### src/rtl/fp_addsub_issuer.sv
// Request-FIFO front end that issues single-precision add/sub operations to a
// multi-cycle unit and returns tagged results. Optional watchdog: FP_ISSUE_TIMEOUT_EN.
module fp_addsub_issuer #(
    parameter int FIFO_DEPTH     = 4,
    parameter int TAG_W          = 4,
    parameter int TIMEOUT_CYCLES = 255
) (
    input  logic                          clock,
    input  logic                          reset,
    input  logic                          req_valid,
    output logic                          req_ready,
    input  logic                          req_op,
    input  logic [31:0]                   req_a,
    input  logic [31:0]                   req_b,
    input  logic [TAG_W-1:0]              req_tag,
    output logic                          rsp_valid,
    input  logic                          rsp_ready,
    output logic [31:0]                   rsp_data,
    output logic [TAG_W-1:0]              rsp_tag,
    output logic                          rsp_err,
    output logic [$clog2(FIFO_DEPTH):0]   pending,
    output logic                          fpu_start,
    output logic                          fpu_op,
    output logic [31:0]                   fpu_data_a,
    output logic [31:0]                   fpu_data_b,
    input  logic [31:0]                   fpu_data_o,
    input  logic                          fpu_busy,
    input  logic                          fpu_ready
);

    localparam int AW = $clog2(FIFO_DEPTH);
    localparam int PW = AW + 1;
    localparam int EW = 1 + 32 + 32 + TAG_W;
    localparam logic [PW-1:0] FULL_CNT = PW'(FIFO_DEPTH);
    localparam logic [PW-1:0] CNT_ONE  = {{(PW-1){1'b0}}, 1'b1};
    localparam logic [AW-1:0] PTR_ONE  = {{(AW-1){1'b0}}, 1'b1};
    localparam logic [31:0]   QNAN     = 32'h7FC0_0000;

    typedef enum logic [2:0] {
        IDLE      = 3'd0,
        ISSUE     = 3'd1,
        WAIT_BUSY = 3'd2,
        WAIT_DONE = 3'd3,
        RESP      = 3'd4
    } state_t;

    logic [EW-1:0]    mem_r [FIFO_DEPTH];
    logic [AW-1:0]    wr_ptr_r;
    logic [AW-1:0]    rd_ptr_r;
    logic [PW-1:0]    count_r;
    logic [PW-1:0]    count_s;
    logic             req_ready_r;
    logic             push_s;
    logic             nonempty_s;
    logic [EW-1:0]    head_s;

    state_t           state_r;
    state_t           state_s;
    logic             load_s;
    logic             start_s;
    logic             capture_s;
    logic             release_s;
    logic             timeout_s;

    logic             fpu_start_r;
    logic             fpu_op_r;
    logic [31:0]      fpu_a_r;
    logic [31:0]      fpu_b_r;
    logic [TAG_W-1:0] tag_r;
    logic             rsp_valid_r;
    logic [31:0]      rsp_data_r;
    logic [TAG_W-1:0] rsp_tag_r;

    assign push_s     = req_valid & req_ready_r;
    assign nonempty_s = (count_r != {PW{1'b0}});
    assign head_s     = mem_r[rd_ptr_r];

    // Occupancy after this cycle's push/pop
    always_comb begin
        count_s = count_r;
        case ({push_s, load_s})
            2'b10:   count_s = count_r + CNT_ONE;
            2'b01:   count_s = count_r - CNT_ONE;
            default: count_s = count_r;
        endcase
    end

    // Request storage, written on an accepted push
    always_ff @(posedge clock) begin
        if (push_s) begin
            mem_r[wr_ptr_r] <= {req_op, req_a, req_b, req_tag};
        end
    end

    // FIFO pointers, occupancy and registered not-full
    always_ff @(posedge clock) begin
        if (reset) begin
            wr_ptr_r    <= {AW{1'b0}};
            rd_ptr_r    <= {AW{1'b0}};
            count_r     <= {PW{1'b0}};
            req_ready_r <= 1'b1;
        end else begin
            if (push_s) begin
                wr_ptr_r <= wr_ptr_r + PTR_ONE;
            end
            if (load_s) begin
                rd_ptr_r <= rd_ptr_r + PTR_ONE;
            end
            count_r     <= count_s;
            req_ready_r <= (count_s != FULL_CNT);
        end
    end

    // FSM state register
    always_ff @(posedge clock) begin
        if (reset) begin
            state_r <= IDLE;
        end else begin
            state_r <= state_s;
        end
    end

    // FSM next-state logic
    always_comb begin
        state_s = state_r;
        case (state_r)
            IDLE:      state_s = nonempty_s ? ISSUE : IDLE;
            ISSUE:     state_s = fpu_start_r ? WAIT_BUSY : ISSUE;
            WAIT_BUSY: begin
                if (timeout_s) begin
                    state_s = RESP;
                end else if (fpu_busy) begin
                    state_s = WAIT_DONE;
                end else begin
                    state_s = WAIT_BUSY;
                end
            end
            WAIT_DONE: state_s = (capture_s || timeout_s) ? RESP : WAIT_DONE;
            RESP:      state_s = rsp_ready ? IDLE : RESP;
            default:   state_s = IDLE;
        endcase
    end

    // FSM control strobes; start is pre-computed so the pulse leaves a register
    always_comb begin
        load_s    = 1'b0;
        start_s   = 1'b0;
        capture_s = 1'b0;
        release_s = 1'b0;
        case (state_r)
            IDLE: begin
                load_s  = nonempty_s;
                start_s = nonempty_s & fpu_ready & ~fpu_busy;
            end
            ISSUE:     start_s   = ~fpu_start_r & fpu_ready & ~fpu_busy;
            WAIT_BUSY: start_s   = 1'b0;
            WAIT_DONE: capture_s = fpu_ready & ~fpu_busy;
            RESP:      release_s = rsp_ready;
            default:   load_s    = 1'b0;
        endcase
    end

    // Unit-side operands and response registers
    always_ff @(posedge clock) begin
        if (reset) begin
            fpu_start_r <= 1'b0;
            fpu_op_r    <= 1'b0;
            fpu_a_r     <= 32'h0000_0000;
            fpu_b_r     <= 32'h0000_0000;
            tag_r       <= {TAG_W{1'b0}};
            rsp_valid_r <= 1'b0;
            rsp_data_r  <= 32'h0000_0000;
            rsp_tag_r   <= {TAG_W{1'b0}};
        end else begin
            fpu_start_r <= start_s;
            if (load_s) begin
                fpu_op_r <= head_s[EW-1];
                fpu_a_r  <= head_s[EW-2 -: 32];
                fpu_b_r  <= head_s[TAG_W+31 -: 32];
                tag_r    <= head_s[TAG_W-1:0];
            end
            if (capture_s) begin
                rsp_valid_r <= 1'b1;
                rsp_data_r  <= fpu_data_o;
                rsp_tag_r   <= tag_r;
            end else if (timeout_s) begin
                rsp_valid_r <= 1'b1;
                rsp_data_r  <= QNAN;
                rsp_tag_r   <= tag_r;
            end else if (release_s) begin
                rsp_valid_r <= 1'b0;
            end
        end
    end

`ifdef FP_ISSUE_TIMEOUT_EN
    localparam logic [15:0] TO_LIM = 16'(TIMEOUT_CYCLES);

    logic [15:0] wd_cnt_r;
    logic        rsp_err_r;

    // A real completion in the same cycle wins over the watchdog
    assign timeout_s = ((state_r == WAIT_BUSY) || (state_r == WAIT_DONE)) &&
                       (wd_cnt_r == TO_LIM) && !capture_s;
    assign rsp_err   = rsp_err_r;

    // Watchdog counter and error flag
    always_ff @(posedge clock) begin
        if (reset) begin
            wd_cnt_r  <= 16'd0;
            rsp_err_r <= 1'b0;
        end else begin
            if ((state_s == WAIT_BUSY) && (state_r != WAIT_BUSY)) begin
                wd_cnt_r <= 16'd0;
            end else if (((state_r == WAIT_BUSY) || (state_r == WAIT_DONE)) && (wd_cnt_r != TO_LIM)) begin
                wd_cnt_r <= wd_cnt_r + 16'd1;
            end
            if (timeout_s) begin
                rsp_err_r <= 1'b1;
            end else if (release_s) begin
                rsp_err_r <= 1'b0;
            end
        end
    end
`else
    assign timeout_s = 1'b0;
    assign rsp_err   = 1'b0;
`endif

    assign req_ready  = req_ready_r;
    assign pending    = count_r;
    assign fpu_start  = fpu_start_r;
    assign fpu_op     = fpu_op_r;
    assign fpu_data_a = fpu_a_r;
    assign fpu_data_b = fpu_b_r;
    assign rsp_valid  = rsp_valid_r;
    assign rsp_data   = rsp_data_r;
    assign rsp_tag    = rsp_tag_r;

endmodule

### config.mk
export PLATFORM = sky130hd
export DESIGN_NAME = fp_addsub_issuer
export DESIGN_NICKNAME = d
export VERILOG_FILES = /design/src/rtl/fp_addsub_issuer.sv
export SDC_FILE = /design/constraint.sdc
export NUM_CORES = 1
export LEC_CHECK = 0
export CAP_MARGIN = 30
export CORE_MARGIN = 2
export CORE_UTILIZATION = 43
export CTS_CLUSTER_SIZE = 16
export DETAILED_ROUTE_END_ITERATION = 12
export HOLD_SLACK_MARGIN = 0.1
export PLACE_DENSITY = 0.72
export SYNTH_ARGS = -nofsm -noshare
export SYNTH_HDL_FRONTEND = slang
export SYNTH_SLANG_ARGS = --single-unit
export TNS_END_PERCENT = 1
### constraint.sdc
create_clock -name clock -period 2.47 [get_ports clock]
set_input_delay 0.494 -clock clock [delete_from_list [all_inputs] [get_ports clock]]
set_output_delay 0.494 -clock clock [all_outputs]
set_load 0.02 [all_outputs]
==> parameters.txt <==
Parameter                              Value

Status
  Run status    completed

GRT
  Total global-route track usage    between 10% and 20%
  Maximum number of pins on one net before global-route repair    roughly 70
  Number of antenna violations at the first check in global routing    5
  Global-route wire length before repair    51.98 mm
  Total global routing overflow    0
  Via count of the first global-routing pass    ~9000

Logic synthesis
  Proportion of netlist area held by the largest area contributor    ~57%
  Cell type with the highest aggregate area in the netlist    edfxtp_1
  Leading cell types by total area after synthesis    edfxtp_1 (57%), dfxtp_1 (16%), mux4_2 (11%)
  Number of synthesized flops with an enable pin    276
  Sequential share of the synthesized area    72.98%
  Nets in the synthesized netlist    just over 1000
  Post-Syn Area per Cell    about 16 µm²
  Async S/R FF share, synth    0%
  Count of state elements after synthesis    between 300 and 400
  Netlist cell types    38
  Leading cell type by number of instances after synthesis    edfxtp_1
  Netlist area before placement    between 10000 and 15000 µm²
  Dominant synthesized flop cell    edfxtp_1
  Cells after Synth    roughly 930
  Synthesis warning total    0
  Ranking of synthesized cells by instance count    edfxtp_1 (276), dfxtp_1 (118), a21oi_1 (110), nand3_1 (107), o21ai_0 (82)

Timing
  Fin Clk Skew    between 0.01 and 0.015 ns
  Setup-failing EPs final    0
  RSZ-0062 raised after global routing    no
  Post-route minimum period    approximately 2.3 ns
  Total count of hold-check failures in the final report    0
  Final worst path period share    between 90% and 100%
  Fmax    around 440 MHz
  Tightest slew margin relative to the limit    between 30% and 40%
  Transition time at the pin with the least slew margin    0.9565 ns
  Final max-slew violation count    0

Clock network
  Worst skew pair latency    0.52 ns
  Cts-stage hold buffer count    0
  H-tree depth reported by CTS    2
  Buffers from clock root to sink, at most    3
  Sink Count    394
  CTS Root Cell    clkbuf_16
  Clock Pin Slew Worst Setup and Hold Paths    about 0.060 ns
  Gates resized, CTS repair    0
  CTS tree    built
  Cts bufs inserted    42
  Buffer count from post-CTS setup fixing    0

Critical path
  Worst Setup End Kind    flip-flop
  CP required    around 2.9 ns
  Kind of start point of the critical path    flip-flop
  Worst path arrival time    around 2.7 ns
  Most frequent CP cell    inv_1
  Biggest fanout along the worst timing path    5
  Ordered list of cells on the worst path    or3_2, nand2_1, inv_1, ha_1, inv_1, fa_1, xor2_1, or3_1, a211o_1
  Longest individual stage delay on the worst path    ~0.43 ns
  Kind of critical path    flip-flop to flip-flop
  Slowest stage cell on the critical path    dfxtp_1

Floorplan
  Initial core utilization    approximately 44%
  Top Ports    215
  Height of the chip    roughly 190 µm
  Standard-cell row count    67
  Core box area    around 33000 µm²
  Die Area    ~35000 µm²
  Chip width    around 190 µm

Finish
  Area growth from synthesis to layout    28.57%
  Net total in the final layout    roughly 1200
  Post-route design area    about 19000 µm²
  Count of non-filler cells in the finished layout    between 1500 and 2000
  Fraction of layout instances using a drive strength above 1    15.06%
  End-of-flow core utilization    between 50% and 60%

Place
  Post-DP HPWL    about 19 mm
  Post-Place Cells    ~1500
  Buffers added on ports    ~210
  Post-detailed-placement cell area    17370 µm²
  Weighted congestion reported at the end of routability-driven placement    0.8315

Detailed routing
  Final ANT Viol Nets    0
  Detailed Route Iter0 Violations    569
  Remaining DRCs    0
  Number of vias after detailed routing    ~8900
  Vias per cell    roughly 5.5
  DR WL/cell    between 20 and 25 µm
  DRT Pass-1 Iters    6
  Final wirelength    33.32 mm

Power
  Max VDD drop    0.0007945 V
  Clk pwr share    around 30%
  Total internal power    roughly 14000 µW
  Pwr Total    ~21000 µW
  Gate power share    29.1%
  Seq pwr share    ~41%
  Leakage component of the power    about 0.006 µW
  Net load switching power    ~6400 µW
  Switching power share of the total    between 30% and 40%
  Power Density    around 1100 nW/µm²

Flow run
  Total of max-cap violations    0

Hold path
  Type of the worst min-delay path    input pin to flip-flop
==> state kept, by name, indices dropped and copies added (netlist names), 3 cells and up <==
register	flops
fpu_data_a	32
fpu_data_b	32
mem_r	276
pending	3
rsp_data	32
rsp_tag	4
state_r	3
tag_r	4
==> cell families after synthesis <==
group,share of synthesized area [%]
AOI/OAI and AO/OA,7.888
xor gates and xnor gates,0.1801
adders and majority gates,0.5658
buffers and inverters,2.683
DFF,72.98
muxes,10.72
other,0.02570
and+or+nand+nor,4.964
==> metal layers <==
metal	global-route usage [%]	up-vias	wire length, µm
li1	-	4040	-
met1	25.53	4441	14440
met2	30.19	325	15330
met3	4.470	66	2661
met4	6.027	0	888
met5	0	-	0
==> cells in the final DEF (no fill, tap or decap), drive strengths merged, types with 2 or more instances in the layout <==
| cell type | synthesis | layout |
|---|---|---|
| dfxtp | 118 | 118 |
| clkbuf | 56 | 62 |
| clkdlybuf4s50 | 0 | 212 |
| clkinvlp | 0 | 3 |
| diode | 0 | 5 |
| xor2 | 2 | 2 |
| bufinv | 0 | 3 |
| nand3 | 107 | 107 |
| ha | 5 | 5 |
| nand2 | 7 | 7 |
| edfxtp | 276 | 276 |
| a311oi | 2 | 2 |
| nor3 | 3 | 3 |
| mux4 | 69 | 69 |
| nor2b | 2 | 2 |
| or3 | 4 | 4 |
| nor2 | 4 | 4 |
| clkinv | 0 | 8 |
| and3 | 4 | 4 |
| buf | 23 | 34 |
| inv | 9 | 10 |
| a21oi | 110 | 110 |
| nand2b | 2 | 2 |
| o21ai | 108 | 108 |
==> worst max-delay path, delay by kind of cell (launching register included) <==
family | cells | cell delay [ns]
adders and majority gates | 2 | 0.54
buffers and inverters | 2 | 0.15
and+or+nand+nor | 3 | 0.58
DFF | 1 | 0.43
AOI/OAI and AO/OA | 1 | 0.29
xor gates and xnor gates | 1 | 0.16
==> metrics by stage <==
stage | hold WS, ns | setup WS [ns] | setup TNS (ns)
after detailed placement | 0.4594 | -0.08004 | -0.08004
after CTS | 0.4420 | 0.2044 | 0
after global placement | 0.4527 | -0.01242 | -0.01242
final | 0.4549 | 0.2120 | 0
after global routing | 0.4847 | 0.07400 | 0
after floorplan | 0.4403 | -0.1781 | -36.16
==> layout make-up <==
cell class	count	area, µm²
inverters	9	33.78
well taps	448	560.5
clock inverters	15	165.2
repair buffers	246	2515
diodes	5	12.51
multi-input cells	443	3601
fillers	2581	14680
flip-flops and latches	394	10660
clock buffers	62	1219
==> worst paths after layout <==
kind / startpoint / endpoint / slack [ns] / cells past startpoint
worst max-delay path: pending[2]$_SDFF_PP0_ / req_ready$_SDFF_PP1_ / 0.21 / 9
worst min-delay path: reset / pending[0]$_SDFF_PP0_ / 0.45 / 2
worst max register to register: pending[2]$_SDFF_PP0_ / req_ready$_SDFF_PP1_ / 0.21 / 9
worst min register to register: tag_r[1]$_SDFFE_PP0P_ / rsp_tag[1]$_SDFFE_PP0P_ / 0.46 / 2
==> power groups by stage <==
stage | combinational, µW | clock, µW | sequential [µW]
after floorplan | 3120 | 0 | 9210
after global placement | 6060 | 0 | 8740
after detailed placement | 6100 | 0 | 8790
after CTS | 6150 | 6320 | 8660
after global routing | 6580 | 6570 | 8750
final | 6070 | 6180 | 8640
No activity file was read; power rests on OpenSTA's default activity.
